--- src/rtl/wb_regfile.sv ---
`default_nettype none
// ============================================================================
//  Module   : wb_regfile
//  Purpose  : Writeback stage plus architectural register file. Selects the
//             writeback address (rt/rd) and data (ALU/memory), commits it to
//             the register file, and serves two combinational read ports
//             with same-cycle write-through bypass. The current writeback
//             target is exported for the EX forwarding unit, and committed
//             writes are counted.
//  Ports    : clk, reset (async, active-low)
//             wb_write_en, wb_addr_sel, wb_data_sel, wb_addr1, wb_addr2,
//             ALU_result, mem_data             - MEM/WB pipeline inputs
//             rd_addr_a/b -> rd_data_a/b       - ID-stage read ports
//             fwd_valid, fwd_addr, fwd_data    - WB forwarding outputs
//             commit_cnt                       - committed-write counter
//  Revision : 1.0  initial release
// ============================================================================
module wb_regfile #(
  parameter int DATA_W = 32,
  parameter int ADDR_W = 5,
  parameter int CNT_W  = 32
) (
  input  logic              clk,
  input  logic              reset,
  input  logic              wb_write_en,
  input  logic              wb_addr_sel,
  input  logic              wb_data_sel,
  input  logic [ADDR_W-1:0] wb_addr1,
  input  logic [ADDR_W-1:0] wb_addr2,
  input  logic [DATA_W-1:0] ALU_result,
  input  logic [DATA_W-1:0] mem_data,
  input  logic [ADDR_W-1:0] rd_addr_a,
  input  logic [ADDR_W-1:0] rd_addr_b,
  output logic [DATA_W-1:0] rd_data_a,
  output logic [DATA_W-1:0] rd_data_b,
  output logic              fwd_valid,
  output logic [ADDR_W-1:0] fwd_addr,
  output logic [DATA_W-1:0] fwd_data,
  output logic [CNT_W-1:0]  commit_cnt
);

  localparam int NUM_REGS = 2 ** ADDR_W;

  logic [ADDR_W-1:0] waddr;
  logic [DATA_W-1:0] wdata;
  logic              commit;
  logic [DATA_W-1:0] regs [NUM_REGS];

  // Selects collapse any non-1 value to the 0 choice, so an X/Z select
  // never propagates into the datapath.
  always_comb begin
    waddr = (wb_addr_sel === 1'b1) ? wb_addr2 : wb_addr1;
    wdata = (wb_data_sel === 1'b1) ? mem_data : ALU_result;
  end

  // Reset participates combinationally so an asserted reset immediately
  // kills the bypass, the forward-valid and any write in that cycle.
  assign commit = reset & wb_write_en & (waddr != '0);

  // Register 0 has no storage; it is a constant zero.
  assign regs[0] = '0;

  generate
    for (genvar i = 1; i < NUM_REGS; i++) begin : g_regs
      always_ff @(posedge clk or negedge reset) begin
        if (!reset) begin
          regs[i] <= '0;
        end else if (commit && (waddr == ADDR_W'(i))) begin
          regs[i] <= wdata;
        end
      end
    end
  endgenerate

  // Read ports: index 0 is never bypassed; otherwise a same-cycle commit to
  // the addressed register is returned ahead of storage.
  always_comb begin
    if (rd_addr_a == '0) begin
      rd_data_a = '0;
    end else if (commit && (rd_addr_a == waddr)) begin
      rd_data_a = wdata;
    end else begin
      rd_data_a = regs[rd_addr_a];
    end

    if (rd_addr_b == '0) begin
      rd_data_b = '0;
    end else if (commit && (rd_addr_b == waddr)) begin
      rd_data_b = wdata;
    end else begin
      rd_data_b = regs[rd_addr_b];
    end
  end

  // Address and data forward unmasked; consumers qualify with fwd_valid.
  assign fwd_valid = commit;
  assign fwd_addr  = waddr;
  assign fwd_data  = wdata;

  // Free-running modulo-2**CNT_W count of committed writes.
  always_ff @(posedge clk or negedge reset) begin
    if (!reset) begin
      commit_cnt <= '0;
    end else if (commit) begin
      commit_cnt <= commit_cnt + CNT_W'(1);
    end
  end

endmodule
`default_nettype wire
--- config.mk ---
export PLATFORM = sky130hd
export DESIGN_NAME = wb_regfile
export DESIGN_NICKNAME = d
export VERILOG_FILES = /design/src/rtl/wb_regfile.sv
export SDC_FILE = /design/constraint.sdc
export NUM_CORES = 2
export LEC_CHECK = 0
export BUFFER_PORTS_ARGS = -buffer_cell sky130_fd_sc_hd__buf_4
export CAP_MARGIN = 40
export CORE_ASPECT_RATIO = 1.4
export CORE_MARGIN = 5
export CORE_UTILIZATION = 63
export CTS_CLUSTER_SIZE = 25
export DETAILED_ROUTE_END_ITERATION = 12
export GPL_TIMING_DRIVEN = 0
export PLACE_DENSITY = 0.92
export SYNTH_ARGS = -nofsm -noshare
export SYNTH_HDL_FRONTEND = slang
export SYNTH_SLANG_ARGS = --single-unit
--- constraint.sdc ---
create_clock -name clk -period 2.86 [get_ports clk]
set_input_delay 0.286 -clock clk [delete_from_list [all_inputs] [get_ports clk]]
set_output_delay 0.286 -clock clk [all_outputs]
set_load 0.01 [all_outputs]
-- Yosys cells after proc, flatten, opt, wreduce, memory -nomap -nowiden
Index checks and enable logic that the tools add are counted.
- bitwise logic cells: 4
- magnitude comparators: 2
- equal/unequal tests: 35
- multiplexer cells: 12
- add/subtract/negate cells: 1
- reductions and logical operators: 36
- operator list (cell ; number):
    32-bit binary-select mux with 5-bit select ; 2
    32-bit 2-to-1 mux ; 9
    5-bit equality test (second input constant) ; 16
    5-bit by 4-bit equality test with 1-bit output (second input constant) ; 8
    1-bit logical AND ; 33
    32-bit by 1-bit adder with 32-bit output (second input constant) ; 1
    5-bit by 3-bit equality test with 1-bit output (second input constant) ; 4
    6-bit greater-or-equal comparator (second input constant) ; 2
    5-bit NOT with 6-bit output ; 2
    5-bit by 2-bit equality test with 1-bit output (second input constant) ; 2
    5-bit equality test ; 2
    5-bit zero test ; 2
    5-bit by 1-bit equality test with 1-bit output (second input constant) ; 1
    5-bit 2-to-1 mux ; 1
    5-bit nonzero test ; 1
    1-bit bitwise AND ; 2
    1-bit case equality test (second input constant) ; 2
- word-level logic and storage cells: 122
- bits of input ports: 89
- flip-flop bits (word level): 1024
- output and inout port bits: 134

-- Logic depth before layout (Yosys ltp)
- depth after elaboration: 7
- mapped depth: 10
- depth with buffers taken out: 6

-- Least setup slack after synthesis
Ideal clock, no wire load.
- path type: input-to-output
- from: in rd_addr_a[0]
- to: out rd_data_a[10]
- cell stages on the path: 8
- data arrival time: 2208 ps
- setup slack: 366 ps
- path buffers: 3
- required time: 2574 ps
- path through: buf_2 buf_6 buf_2 mux4_2 a22oi_1 o31a_1 o221ai_1 mux2_1
- cells in the longest elaborated chain, start to end: 6
- elaborated cells on any way between the ends: 9
- those cells by class: 1 x eq/ne; 5 x mux; 1 x bitwise; 2 x reduce/logical
- RTL lines (what ; line ; RTL):
    start: declaration ; 32 ; input logic [ADDR_W-1:0] rd_addr_a,
    5-bit NOT with 6-bit output (implied by the code) ; 83 ; rd_data_a = regs[rd_addr_a];
    32-bit binary-select mux with 5-bit select ; 83 ;
    32-bit 2-to-1 mux (implied by the code) (2 in a row) ; 83 ;
    32-bit 2-to-1 mux ; 80 ; end else if (commit && (rd_addr_a == waddr)) begin
    32-bit 2-to-1 mux * ; 78 ; if (rd_addr_a == '0) begin
    end: declaration ; 34 ; output logic [DATA_W-1:0] rd_data_a,
Every way passes the cells marked *; elsewhere a longest branch is shown, timed or not. The select of a mux whose other input is x is not followed.

-- Worst setup path in the final report
- from: reg regs[493] in the netlist's numbering
- to: out rd_data_a[13]
- cells in the longest elaborated chain, start to end: 5
- RTL lines (what ; line ; RTL):
    start: declaration ; 47 ; logic [DATA_W-1:0] regs [NUM_REGS];
    start signal: indexed assignment ; 69 ; regs[i] <= wdata;
    32-bit binary-select mux with 5-bit select ; 83 ;
    32-bit 2-to-1 mux (implied by the code) (2 in a row) ; 83 ;
    32-bit 2-to-1 mux ; 80 ;
    32-bit 2-to-1 mux ; 78 ;
Every way passes these cells. The select of a mux whose other input is x is not followed.

==> results.py <==
metrics = {
    "run_status": {
        "status": "finished with violations",
        "violations": "design-rule violations, negative hold slack, negative setup slack",
    },
    "route": {
        "vias": 53677,
        "vias_per_cell": 8.080,
        "drc_errors": 14,
        "post_drt_wl_per_cell_um": 41.33,
        "drt-initial-drc-count": 10538,
        "ant_nets": 0,
        "first_pass_iters": 13,
        "drt-total-wl_um": 274500,
    },
    "global_route": {
        "globalRouteOverflowTotal": 0,
        "antenna_found_initial": 19,
        "grt_start_max_net_pins": 153,
        "grt_pass1_vias": 52668,
        "grt_pass1_wl_um": 379800,
        "grt_usage_pct": 58.53,
    },
    "logic_synthesis": {
        "synth_flop_cell": "dfrtp_1",
        "synth_commonest_cells": "dfrtp_1, o21ai_0, nand2_1, clkbuf_1, mux4_2",
        "synth_area_mm2": 0.05372,
        "async_flop_share_pct": 100.0,
        "ys_types": 55,
        "syn_avg_cell_area_um2": 10.83,
        "synthTopCellsByArea": "dfrtp_1, mux4_2, o21ai_0, nand2_1, mux2i_1",
        "synthCells": 4961,
        "yosys.area.top_type": "dfrtp_1",
        "synth_seq_area_share_pct": 47.70,
        "ys_ff_latch": 1024,
        "yosysMostFrequentCell": "dfrtp_1",
        "syn_nets": 5051,
        "synth_edf_count": 0,
        "yosys_warnings": 0,
        "yosysTopAreaCellShare_pct": 47.70,
    },
    "placement": {
        "placedCellCount": 6326,
        "gp_congestion": 1.074,
        "dp_hpwl_um": 184900,
        "portBuffers": 213,
        "dpl_cell_area_mm2": 0.05745,
    },
    "die": {
        "die_h_um": 355.5,
        "core_mm2": 0.08450,
        "io_pins": 223,
        "die_w_um": 256.8,
        "num_rows": 126,
        "initial_core_util_pct": 63.58,
        "die_area_mm2": 0.09130,
    },
    "cells_and_area": {
        "finalInstanceArea_mm2": 0.06474,
        "final_cells": 6643,
        "multi_input_area_mm2": 0.02755,
        "layout-drive-gt1-share_pct": 27.43,
        "fin_util_pct": 76.62,
        "regArea_mm2": 0.02564,
        "nets": 5548,
        "nFillCells": 5192,
        "area_growth_pct": 20.51,
    },
    "worst_hold_path": {
        "min_from": "ALU_result[13]",
        "min_to": "regs[941]$_DFFE_PN0P_",
        "hold_class": "in -> reg",
        "whs_path_depth": 3,
    },
    "sta": {
        "final-setup-viol-count": 65,
        "worstMarginPinSlew_ps": 1148,
        "hold_viol": 3,
        "relSlewSlack_pct": 23.44,
        "whs_ps": -48.36,
        "max_freq_mhz": 301.7,
        "timing.final.max_slew_violations": 0,
        "rsz0062_at_grt": "yes",
        "finalCriticalPeriod_ps": 3315,
        "setup_ws_ps": -454.6,
        "fin_crit_sh_pct": 115.9,
        "finalClockSkew_ps": 12.69,
    },
    "power_and_ir_drop": {
        "combPwrFrac_pct": 26.4,
        "p_per_area_mw_per_mm2": 717.0,
        "switchingPower_mw": 16.37,
        "seqPwrFrac_pct": 43.6,
        "peakVddDrop_mv": 0.6343,
        "clockPowerShare_pct": 30.1,
        "switching_share_pct": 35.27,
        "intPower_mw": 30.05,
        "cellLeakagePower_nw": 28.42,
    },
    "clocking": {
        "htreeDepth": 3,
        "cts.path.max_buffers": 3,
        "tritoncts": "done",
        "cts_root_buf": "clkbuf_16",
        "worstSkewPairLatency_ps": 740,
        "clkTransAtPathRegs_ps": 70,
        "cts_made_buffers": 98,
        "cts_sinks": 1024,
    },
    "critical_path": {
        "startpoint_type": "register",
        "path_buf_inv": 1,
        "critical_path_class": "reg -> out",
        "worst_ep_arrival_time_ps": 3030,
        "cpPeakStageDelay_ps": 530,
        "crit_chain": "mux4_2, mux2i_4, o221ai_2, mux2_4, buf_6",
        "cp_slowest_cell": "mux4_2",
        "required_ps": 2570,
        "rr_startpoint": "commit_cnt[3]$_DFFE_PN0P_",
        "r2r_slack_ps": 370,
        "critPathTopFamily": "multiplexers",
        "r2r_end": "commit_cnt[25]$_DFFE_PN0P_",
        "critPathMaxFanout": 3,
        "reg2reg_depth": 5,
        "endpoint_kind": "output pin",
    },
    "run": {
        "maxCapViolCount": 0,
    },
}
area by class of cell:
| class | instances | area share [%] |
|---|---|---|
| sequential | 1024 | 39.61 |
| multi-input combinational | 3389 | 42.55 |
| clock inverter | 34 | 0.6667 |
| inverter | 46 | 0.2725 |
| clock buffer | 145 | 4.451 |
| antenna | 18 | 0.06957 |
| timing repair buffer | 401 | 6.209 |
| tap | 1088 | 2.103 |
| buffer | 498 | 4.066 |
sequential cells by signal (all words and copies together), names as in the netlist:
signal / cells
commit_cnt: 32
regs: 992
cell usage in the layout (no fill, tap or decap), types with 33 or more instances in the layout:
master     synthesis  routed
dfrtp_1         1024    1009
o21ai_0          816     784
nand2_1          778     778
mux4_2           354     354
clkbuf_1         377     321
buf_4              7     297
nor2_1           244     242
a21oi_1          224     224
mux2i_1          251     193
mux2_2           150     128
a221oi_1         125     120
buf_6              2     102
clkbuf_16          0     101
a22oi_2            0      57
clkbuf_2           0      53
o21ai_1           43      52
buf_2             92      48
mux2i_4            5      43
inv_1             41      41
nor2b_1           40      40
mux2_4             0      33
logic make-up (layout without fill, tap and decap cells):
family / count (synthesis) / after routing / synth area share (%)
AO/OA/AOI/OAI: 1371 / 1371 / 14.63
AND/OR/NAND/NOR: 1205 / 1205 / 9.758
flip-flops: 1024 / 1024 / 47.70
multiplexers: 771 / 771 / 23.10
buffers and inverters: 548 / 1124 / 4.120
XOR/XNOR: 41 / 41 / 0.6684
adder cells (fa/ha/maj): 1 / 1 / 0.02329
other: 0 / 18 / 0
power by group through the flow:
stage / Combinational, mW / Clock (mW) / Sequential (mW)
finish: 12.2 / 14.0 / 20.2
global route: 12.5 / 14.3 / 20.2
CTS: 10.7 / 13.6 / 19.8
detailed placement: 9.64 / 0 / 20.1
global placement: 9.19 / 0 / 19.9
floorplan: 5.97 / 0 / 18.8
worst min-delay path: cells and delay by family:
| kind | cells | cell delay, ps |
|---|---|---|
| multiplexers | 1 | 100 |
| AO/OA/AOI/OAI | 1 | 170 |
| buffers and inverters | 1 | 100 |
per-stage QoR:
stage	TNS (ps)	hold WS [ps]	setup WS (ps)	total power, mW
2_1_floorplan	0	-9.591	366.3	24.73
3_3_place_gp	-	460.0	-10440	29.09
3_5_place_dp	-1432560	306.7	-2268	29.71
4_1_cts	-5585	37.39	-185.0	44.09
5_1_grt	-14190	-24.34	-524.3	46.99
6_report	-16520	-48.36	-454.6	46.42
metal layers:
metal  share of wire [%]  up-vias  GRT usage (%)  wire length (um)
met5               0.051        -         0.2671               139
met4                  17        8          66.00             45870
met3                  15     2644          25.26             40970
met2                  41     6359          83.65            112000
met1                  28    25495          60.36             75580
li1                    -    19171              -                 -
worst max-delay path by stage:
| stage | slack (ps) | cells after the start | endpoint | from |
|---|---|---|---|---|
| after floorplan | 370 | 8 | rd_data_a[10] | rd_addr_a[0] |
| after global placement | -10440 | 7 | regs[894]$_DFFE_PN0P_ | reset |
| after detailed placement | -2270 | 12 | rd_data_b[17] | reset |
| after CTS | -180 | 6 | rd_data_a[18] | regs[530]$_DFFE_PN0P_ |
| after global routing | -520 | 7 | rd_data_b[9] | regs[713]$_DFFE_PN0P_ |
| final | -450 | 5 | rd_data_a[13] | regs[493]$_DFFE_PN0P_ |
what timing repair did:
| action | CTS | global route |
|---|---|---|
| hold buffers | 12 | 0 |
| pin swaps | 52 | 34 |
| gates resized for setup | 525 | 182 |
| hold endpoints to repair | 240 | 0 |
| gates cloned | 13 | 1 |
| buffers inserted | 42 | 59 |
| setup endpoints to repair | 1089 | 473 |
(Power assumes the default switching activity.)
